<file path="config.mk">
export PLATFORM = sky130hd
export DESIGN_NAME = cpu_cycle_gen
export DESIGN_NICKNAME = d
export VERILOG_FILES = /design/src/rtl/cpu_cycle_gen.sv
export SDC_FILE = /design/constraint.sdc
export NUM_CORES = 1
export LEC_CHECK = 0
export BUFFER_PORTS_ARGS = -buffer_cell sky130_fd_sc_hd__buf_2
export CAP_MARGIN = 20
export CORE_ASPECT_RATIO = 0.6
export CORE_MARGIN = 2
export CORE_UTILIZATION = 56
export DETAILED_ROUTE_END_ITERATION = 7
export GPL_TIMING_DRIVEN = 1
export PLACE_DENSITY = 0.9
export SETUP_SLACK_MARGIN = 0.2
export SYNTH_ARGS = -nofsm -noshare
export SYNTH_HDL_FRONTEND = slang
export SYNTH_SLANG_ARGS = --single-unit
</file>
<file path="constraint.sdc">
create_clock -name clock -period 5.5 [get_ports clock]
set_input_delay 0.55 -clock clock [delete_from_list [all_inputs] [get_ports clock]]
set_output_delay 0.55 -clock clock [all_outputs]
set_load 0.005 [all_outputs]
</file>
<file path="src/rtl/cpu_cycle_gen.sv">
// 6502 bus-cycle initiator: replays READ/WRITE and LDA/STA (zp),Y cycle sequences.
// Define CYCLE_GEN_BANK_MODEL_EN to model the 6509 $0000/$0001 bank registers.
module cpu_cycle_gen #(
  parameter logic [15:0] IDLE_ADDR = 16'hFFFF
) (
  input  logic        clock,
  input  logic        reset,
  input  logic        cmd_valid,
  output logic        cmd_ready,
  input  logic [1:0]  cmd_op,
  input  logic [15:0] cmd_addr,
  input  logic [7:0]  cmd_zp,
  input  logic [7:0]  cmd_y,
  input  logic [7:0]  cmd_data,
  input  logic        rdy,
  output logic [15:0] address_cpu,
  output logic        r_w,
  output logic        sync,
  output logic [7:0]  data_out,
  output logic        data_oe,
  input  logic [7:0]  data_in,
  output logic        done,
  output logic [7:0]  rd_data,
  output logic [3:0]  exp_bank,
  output logic        exp_indirect
);
  typedef enum logic [2:0] {IDLE, OPC, ZPA, PLO, PHI, EFF, FIX, WR} state_e;
  typedef enum logic [1:0] {OP_READ, OP_WRITE, OP_LDA, OP_STA} op_e;

  state_e      state_q, state_d;
  op_e         op_q, op_d;
  logic [7:0]  zp_q, zp_d, y_q, y_d, wdata_q, wdata_d, pl_q, pl_d, ph_q, ph_d;
  logic [7:0]  dout_q, dout_d, rd_q, rd_d;
  logic [15:0] addr_q, addr_d;
  logic        r_w_q, r_w_d, sync_q, sync_d, oe_q, oe_d, done_q, done_d;
  logic [8:0]  sum;
  logic        adv, last;

  assign sum  = {1'b0, pl_q} + {1'b0, y_q};
  // A read cycle with rdy low repeats; write and idle cycles always move on.
  assign adv  = (state_q == IDLE) || !r_w_q || rdy;
  assign last = (state_q == WR) || (state_q == FIX) ||
                ((state_q == EFF) && ((op_q == OP_READ) || ((op_q == OP_LDA) && !sum[8])));
  assign cmd_ready = (state_q == IDLE) || (last && adv);

  always_comb begin
    // NOTE: every _d gets a hold value first so no path through this block infers a latch.
    state_d = state_q;
    op_d    = op_q;
    zp_d    = zp_q;
    y_d     = y_q;
    wdata_d = wdata_q;
    pl_d    = pl_q;
    ph_d    = ph_q;
    addr_d  = addr_q;
    r_w_d   = r_w_q;
    sync_d  = sync_q;
    oe_d    = oe_q;
    dout_d  = dout_q;
    rd_d    = rd_q;
    done_d  = 1'b0;
    if (adv) begin
      if (state_q == PLO) pl_d = data_in;
      if (state_q == PHI) ph_d = data_in;
      if (last && r_w_q)  rd_d = data_in;
      done_d  = last;
      state_d = IDLE;
      addr_d  = IDLE_ADDR;
      r_w_d   = 1'b1;
      sync_d  = 1'b0;
      oe_d    = 1'b0;
      dout_d  = 8'h00;
      if ((state_q == IDLE) || last) begin
        if (cmd_valid) begin
          op_d    = op_e'(cmd_op);
          zp_d    = cmd_zp;
          y_d     = cmd_y;
          wdata_d = cmd_data;
          addr_d  = cmd_addr;
          unique case (op_e'(cmd_op))
            OP_READ:  state_d = EFF;
            OP_WRITE: begin
              state_d = WR;
              r_w_d   = 1'b0;
              oe_d    = 1'b1;
              dout_d  = cmd_data;
            end
            default: begin
              state_d = OPC;
              sync_d  = 1'b1;
            end
          endcase
        end
      end else begin
        unique case (state_q)
          OPC: begin state_d = ZPA; addr_d = addr_q + 16'd1;          end
          ZPA: begin state_d = PLO; addr_d = {8'h00, zp_q};           end
          PLO: begin state_d = PHI; addr_d = {8'h00, zp_q + 8'd1};    end
          PHI: begin state_d = EFF; addr_d = {data_in, sum[7:0]};     end
          EFF: begin
            if (op_q == OP_LDA) begin
              state_d = FIX;
              addr_d  = {ph_q + 8'd1, sum[7:0]};
            end else begin
              // STA always writes through the carried page after its dummy read.
              state_d = WR;
              addr_d  = {ph_q + {7'd0, sum[8]}, sum[7:0]};
              r_w_d   = 1'b0;
              oe_d    = 1'b1;
              dout_d  = wdata_q;
            end
          end
          default: ;
        endcase
      end
    end
  end

  always_ff @(posedge clock) begin
    if (reset) begin
      state_q <= IDLE;
      op_q    <= OP_READ;
      zp_q    <= 8'h00;
      y_q     <= 8'h00;
      wdata_q <= 8'h00;
      pl_q    <= 8'h00;
      ph_q    <= 8'h00;
      addr_q  <= IDLE_ADDR;
      r_w_q   <= 1'b1;
      sync_q  <= 1'b0;
      oe_q    <= 1'b0;
      dout_q  <= 8'h00;
      rd_q    <= 8'h00;
      done_q  <= 1'b0;
    end else begin
      // NOTE: registers update with non-blocking assignments so all see pre-edge values.
      state_q <= state_d;
      op_q    <= op_d;
      zp_q    <= zp_d;
      y_q     <= y_d;
      wdata_q <= wdata_d;
      pl_q    <= pl_d;
      ph_q    <= ph_d;
      addr_q  <= addr_d;
      r_w_q   <= r_w_d;
      sync_q  <= sync_d;
      oe_q    <= oe_d;
      dout_q  <= dout_d;
      rd_q    <= rd_d;
      done_q  <= done_d;
    end
  end

  assign address_cpu = addr_q;
  assign r_w         = r_w_q;
  assign sync        = sync_q;
  assign data_oe     = oe_q;
  assign data_out    = dout_q;
  assign done        = done_q;
  assign rd_data     = rd_q;

`ifdef CYCLE_GEN_BANK_MODEL_EN
  logic [3:0] sh0_q, sh0_d, sh1_q, sh1_d, bank_q, bank_d;
  logic       ind_q, ind_d;

  always_comb begin
    sh0_d  = sh0_q;
    sh1_d  = sh1_q;
    ind_d  = ind_q;
    bank_d = bank_q;
    if (adv) begin
      if (!r_w_q && (addr_q == 16'h0000)) sh0_d = dout_q[3:0];
      if (!r_w_q && (addr_q == 16'h0001)) sh1_d = dout_q[3:0];
      // Indirect on the INDY EFF cycle and the one after it, unless that is an opcode fetch.
      ind_d  = ((state_d == EFF) && op_d[1]) || ((state_q == EFF) && op_q[1] && !sync_d);
      bank_d = ind_d ? sh1_d : sh0_d;
    end
  end

  always_ff @(posedge clock) begin
    if (reset) begin
      sh0_q  <= 4'hF;
      sh1_q  <= 4'hF;
      ind_q  <= 1'b0;
      bank_q <= 4'hF;
    end else begin
      sh0_q  <= sh0_d;
      sh1_q  <= sh1_d;
      ind_q  <= ind_d;
      bank_q <= bank_d;
    end
  end

  assign exp_bank     = bank_q;
  assign exp_indirect = ind_q;
`else
  assign exp_bank     = 4'hF;
  assign exp_indirect = 1'b0;
`endif

endmodule

</file>
==> results_dict.tcl, run 1 <==
set metrics [dict create \
    max_freq_ghz 0.301 \
    holdPathStages 3 \
    period_needed_ps 3330 \
    place.gp.congestion 0.953 \
    rows 25 \
    crit_buf_inv 1 \
    crit_chain "ha_1, inv_1, fa_1, nor2b_4, o31a_1, a2111o_1, a21bo_1, nor3_1, a221oi_1" \
    synth_common_cells "dfxtp_1 (81), nor2_1 (67), a21oi_1 (49)" \
    power_leakage_uw 0.00219 \
    cts_made_buffers 9 \
    design_power_total_uw 2900 \
    synth_edf_count 0 \
    synth.area.top_cells "dfxtp_1 (36%), mux2i_1 (6.0%), nor2_1 (5.5%)" \
    synth_flop_cell "dfxtp_1" \
    setup_viol_count_final 0 \
    dieArea_um2 8860 \
    synth-seq-cells 81 \
    ir_drop_v 0.000242 \
    yosys.area_share.simple_pct 19.6 \
    cts_max_level 3 \
    synth_compound_area_share_pct 23.7 \
    syn_inst 563 \
    cp-start-kind "flip-flop" \
    antenna_found_initial 0 \
    core_area_um2 7850 \
    yosysSeqAreaShare_pct 35.7 \
    nNetsFinal 700 \
    cts_tree "done" \
    place_hpwl_mm 9.88 \
    io_pins 96 \
    synth.distinct_cells 62 \
    met2_wirelength_mm 5.66 \
    synth.most_common_cell "dfxtp_1" \
    synth_xor_xnor_area_share_pct 4.82 \
    p_sw_share_pct 42.9 \
    syn_to_final_growth_pct 17.3 \
    gr-total-overflow 0 \
    slowest_stage "a21bo_1" \
    synth_top_family_by_area "compound AO/OA/AOI/OAI gates" \
    synth_mux_area_share_pct 6.20 \
    routed_wl_mm 13.8 \
    vias_per_cell 6.22 \
    crit_fanout 40 \
    required_ps 5740 \
    cts_sinks 81 \
    regToRegSetupSlack_ps 2170 \
    drive_gt1_share_pct 19.1 \
    maxCapViolCount 0 \
    fin_crit_sh_pct 60.5 \
    cts_buffer_depth 2 \
    finalMaxSlewViolations 0 \
    yosys.area_share.adder_pct 4.30 \
    grt_pass1_vias 4143 \
    layout.cells.non_filler 743 \
    cts-resized-gates 0 \
    postCtsSetupRepairBufs 0 \
    grt_first_pass_wirelength_mm 21.6 \
    postCtsHoldBufs 0 \
    top_layer "met4" \
    cts.clk_slew.worst_paths_ps 50 \
    power.switching_uw 1250 \
    drtAntennaViolNets 0 \
    syn_area_per_cell_um2 8.06 \
    io_buffer_count 90 \
    combinationalPowerShare_pct 46.9 \
    wl_met1_mm 6.04 \
    track_usage_pct 31.8 \
    worst_pin_slew_ps 1120 \
    die_y_um 73.7 \
    seqPwrFrac_pct 31.4 \
    status "finished, final reports clean" \
    ys_warn_count 0 \
    r2r-start "y_q[0]" \
    die_w_um 120 \
    worstPathArrival_ps 3570 \
    power_density_nw_per_um2 545 \
    power.share.clock_pct 21.7 \
    clkLatencyLatePin_ps 350 \
    finalSetupTns_ps 0 \
    hold_path.startpoint "cmd_zp[2]" \
    drtIter0Drc 737 \
    dr_total_vias 4621 \
    hold_path_class "primary input to flip-flop" \
    synthArstFlopShare_pct 0 \
    hold_path_end "zp_q[2]" \
    power.internal_uw 1660 \
    relSlewSlack_pct 25.4 \
    reg2reg_depth 9 \
    rsz0062_at_grt "no" \
    reg2reg_to "address_cpu[6]" \
    cp-end-kind "flip-flop" \
    start_util_pct 57.8 \
    grt_max_degree 58 \
    hold_viol 0 \
    dp_cells 725 \
    detail_route.first_pass.iterations 7 \
    root_buffer "clkbuf_16" \
    synth_largest_area_cell "dfxtp_1" \
    drc 0 \
    slowest_delay_ps 920 \
    synth_top_cell_area_share_pct 35.7 \
    n_antenna_cell 0 \
    routed-wl-met3_mm 1.80 \
    criticalPathCategory "flip-flop to flip-flop" \
    synth_area_um2 4540 \
    fin_worst_skew_ps 6.82 \
    wl_per_cell_um 18.6 \
    cp_top_family "compound AO/OA/AOI/OAI gates" \
]
-- worst max-delay path by stage --
stage	end	slack, ps	from	cells past startpoint
finish	address_cpu[6]	2170	y_q[0]	9
CTS	y_q[5]	2140	state_q[1]	7
floorplan	address_cpu[12]	2650	y_q[0]	15
global route	address_cpu[3]	1970	y_q[0]	9
global placement	y_q[5]	2290	state_q[1]	7
detailed placement	zp_q[7]	2250	state_q[1]	7
-- cell families (layout without fill, tap and decap cells) --
group	after synthesis	count (layout)
compound gates	168	168
xor+xnor	25	25
fa+ha+maj	15	15
buf+inv	56	125
flops	81	81
mux	28	28
other cells	2	5
simple gates	188	188
-- metal layers --
metal / up-vias / global-route usage, %
li1: 2164 / -
met1: 2123 / 43.9
met2: 301 / 47.0
met3: 33 / 11.8
met4: 0 / 8.27
met5: - / 0
-- sequential cells by signal, indices dropped and copies added (netlist names) --
name	flops
y_q	8
op_q	2
ph_q	8
data_oe	1
state_q	3
done	1
r_w	1
rd_data	8
sync	1
pl_q	8
zp_q	8
address_cpu	16
data_out	8
wdata_q	8
-- stage by stage --
stage | hold slack, ps | util [%] | worst slack (ps) | instance area, um^2
2_1_floorplan | 454 | - | 2650 | 4550
3_3_place_gp | 460 | 63.3 | 2290 | 4970
3_5_place_dp | 474 | 63.3 | 2250 | 4970
4_1_cts | 439 | 67.2 | 2140 | 5280
5_1_grt | 435 | 67.8 | 1970 | 5330
6_report | 441 | 67.8 | 2170 | 5330
-- placed cells by master (no fill, tap or decap), types with 5 or more instances in the layout --
cell and count:
o221ai_1 6, nor4_1 5, a211oi_1 14, nor3_1 28, xor2_1 11, buf_2 90
a31oi_1 5, conb_1 5, a221oi_1 12, nand2_1 45, ha_1 14, mux2i_1 27
clkbuf_16 9, o21ai_0 47, nor2_1 67, inv_1 14, a21oi_1 49, dfxtp_1 81
xnor2_1 14, nand4_1 9, o211ai_1 5, nand3_1 9
-- worst reg2reg max path: stages (launching register included) --
cell	delay, ps
dfxtp_1	340
ha_1	190
inv_1	60
fa_1	440
nor2b_4	140
o31a_1	250
a2111o_1	410
a21bo_1	920
nor3_1	140
a221oi_1	340
-- cell type report --
cell class              instances  area, um^2
multi-input cells             429        2690
fillers                       655        2530
flip-flops and latches         81        1620
repair buffers                 96         520
clock buffers                  10         229
well taps                     108         135
clock inverters                 5        81.3
inverters                      14        52.6
-- power groups by stage --
stage / clock network (uW) / logic [uW] / registers (uW)
6_report: 630 / 1360 / 913
2_1_floorplan: 0 / 949 / 867
5_1_grt: 663 / 1480 / 929
3_3_place_gp: 0 / 1240 / 898
3_5_place_dp: 0 / 1280 / 912
4_1_cts: 635 / 1290 / 902
Note: power is estimated with default switching activity, not from simulation.
==> run 2: changes to the inputs <==
--- a/config.mk
+++ b/config.mk
@@ -9,10 +9,10 @@
 export CAP_MARGIN = 20
 export CORE_ASPECT_RATIO = 0.6
 export CORE_MARGIN = 2
-export CORE_UTILIZATION = 56
+export CORE_UTILIZATION = 55
 export DETAILED_ROUTE_END_ITERATION = 7
 export GPL_TIMING_DRIVEN = 1
-export PLACE_DENSITY = 0.9
+export PLACE_DENSITY = 0.88
 export SETUP_SLACK_MARGIN = 0.2
 export SYNTH_ARGS = -nofsm -noshare
 export SYNTH_HDL_FRONTEND = slang
==> constraint.sdc (replaced) <==
create_clock -name clock -period 3.2 [get_ports clock]
set_input_delay 0.32 -clock clock [delete_from_list [all_inputs] [get_ports clock]]
set_output_delay 0.32 -clock clock [all_outputs]
set_load 0.005 [all_outputs]
==> results_dict.tcl, run 2 (synthesis results as in run 1) <==
set metrics [dict create \
    status "finished, final reports clean" \
    cts_max_level 3 \
    detail_route.first_pass.iterations 5 \
    drive_gt1_share_pct 21.4 \
    layout_setup_ws_ps 346 \
    track_usage_pct 30.7 \
    start_util_pct 57.1 \
    relSlewSlack_pct 41.0 \
    fin_crit_sh_pct 89.2 \
    drc 0 \
    cp-start-kind "flip-flop" \
    routed_wl_mm 13.9 \
    wl_per_cell_um 18.4 \
    drtAntennaViolNets 0 \
    p_sw_share_pct 42.3 \
    finalSetupTns_ps 0 \
    rows 25 \
    n_antenna_cell 0 \
    die_w_um 121 \
    hold_path_class "primary input to flip-flop" \
    worstPathArrival_ps 2530 \
    cts_sinks 81 \
    dr_total_vias 4735 \
    largest_register_ffs 16 \
    cp-end-kind "output pin" \
    drtIter0Drc 561 \
    ff_latch_area_um2 1620 \
    placed_area_um2 5060 \
    dieArea_um2 9020 \
    whs_ps 216 \
    grt_pass1_vias 4106 \
    postCtsHoldBufs 0 \
    gr-total-overflow 0 \
    root_buffer "clkbuf_16" \
    syn_to_final_growth_pct 20.5 \
    core_area_um2 7950 \
    ir_drop_v 0.000391 \
    worst_pin_slew_ps 885 \
    power.switching_uw 2190 \
    io_pins 96 \
    grt_max_degree 49 \
    power_density_nw_per_um2 946 \
    combinationalPowerShare_pct 46.9 \
    period_needed_ps 2850 \
    place_ws_ps 150 \
    final_common_cell "buf_2" \
    setup_viol_count_final 0 \
    io_buffer_count 90 \
    final.fill_count 653 \
    required_ps 2880 \
    finalMaxSlewViolations 0 \
    die_y_um 74.4 \
    cts_tree "done" \
    hold_viol 0 \
    grt_first_pass_wirelength_mm 21.1 \
    max_freq_ghz 0.350 \
    power.share.clock_pct 23.2 \
    cts_buffer_depth 2 \
    clkLatencyLatePin_ps 350 \
    power.internal_uw 2990 \
    mostFrequentLayoutCells "buf_2 (90), dfxtp_1 (81), nor2_1 (67)" \
    rsz0062_at_grt "no" \
    maxCapViolCount 0 \
    crit_fanout 4 \
    cts.clk_slew.worst_paths_ps 60 \
    vias_per_cell 6.25 \
    seqPwrFrac_pct 29.9 \
    cts_made_buffers 9 \
    criticalPathCategory "flip-flop to output pin" \
    place_hpwl_mm 10.1 \
    multi_input_area_um2 2710 \
    design_power_total_uw 5170 \
    power_leakage_uw 0.00225 \
    place.gp.congestion 0.989 \
    fin_worst_skew_ps 10.4 \
    nNetsFinal 713 \
    antenna_found_initial 0 \
    final_cell_area_um2 5470 \
]
-- run 2: metrics by stage --
step | std cells | utilization [%]
2_1_floorplan | 566 | -
3_3_place_gp | 737 | 63.7
3_5_place_dp | 737 | 63.7
4_1_cts | 756 | 68.3
5_1_grt | 757 | 68.8
6_report | 757 | 68.8
-- run 2: worst max-delay path, stage by stage (launching register included) --
cell      delay (ps)
dfxtp_1          320
ha_2             190
inv_1             70
fa_2             230
nor2b_4           50
o31a_1           290
buf_4            170
a2111o_1         450
and2_1           230
nor2_1           100
buf_2            120
-- run 2: layout make-up --
cell class / instances / share of cell area, %
Multi-Input combinational cell: 429 / 49.5
Sequential cell: 81 / 29.7
Timing Repair Buffer: 109 / 11.1
Clock buffer: 11 / 4.44
Tap cell: 108 / 2.47
Clock inverter: 5 / 1.88
Inverter: 14 / 0.961
-- run 2: power by group through the flow --
stage          combinational (uW)  sequential, uW  clock (uW)
2_1_floorplan                1630            1490           0
3_3_place_gp                 2260            1520           0
3_5_place_dp                 2300            1540           0
4_1_cts                      2340            1520        1200
5_1_grt                      2620            1560        1250
6_report                     2430            1540        1200
-- run 2: final timing paths --
check        startpoint         end  slack [ps]  cells after the start
max             pl_q[0]   cmd_ready         350                     10
min            cmd_y[7]      y_q[7]         220                      3
max reg2reg     pl_q[0]  state_q[2]         350                     12
min reg2reg      y_q[0]      y_q[0]         480                      2
-- run 2: per-layer routing --
layer / part of all wire [%] / wire (um) / vias to the layer above / GRT usage (%)
met4: 1.4 / 190 / 0 / 7.02
met3: 14 / 1910 / 23 / 12.6
met5: 0 / 0 / - / 0
met1: 43 / 6030 / 2219 / 42.0
li1: - / - / 2190 / -
met2: 42 / 5790 / 303 / 45.5
-- run 2: repair_timing --
action | 4_1_cts | 5_1_grt
cloned | 0 | 0
buffers inserted | 3 | 1
hold endpoints to repair | 0 | 0
pin swaps | 2 | 3
resized for setup | 2 | 4
setup endpoints to repair | 5 | 20
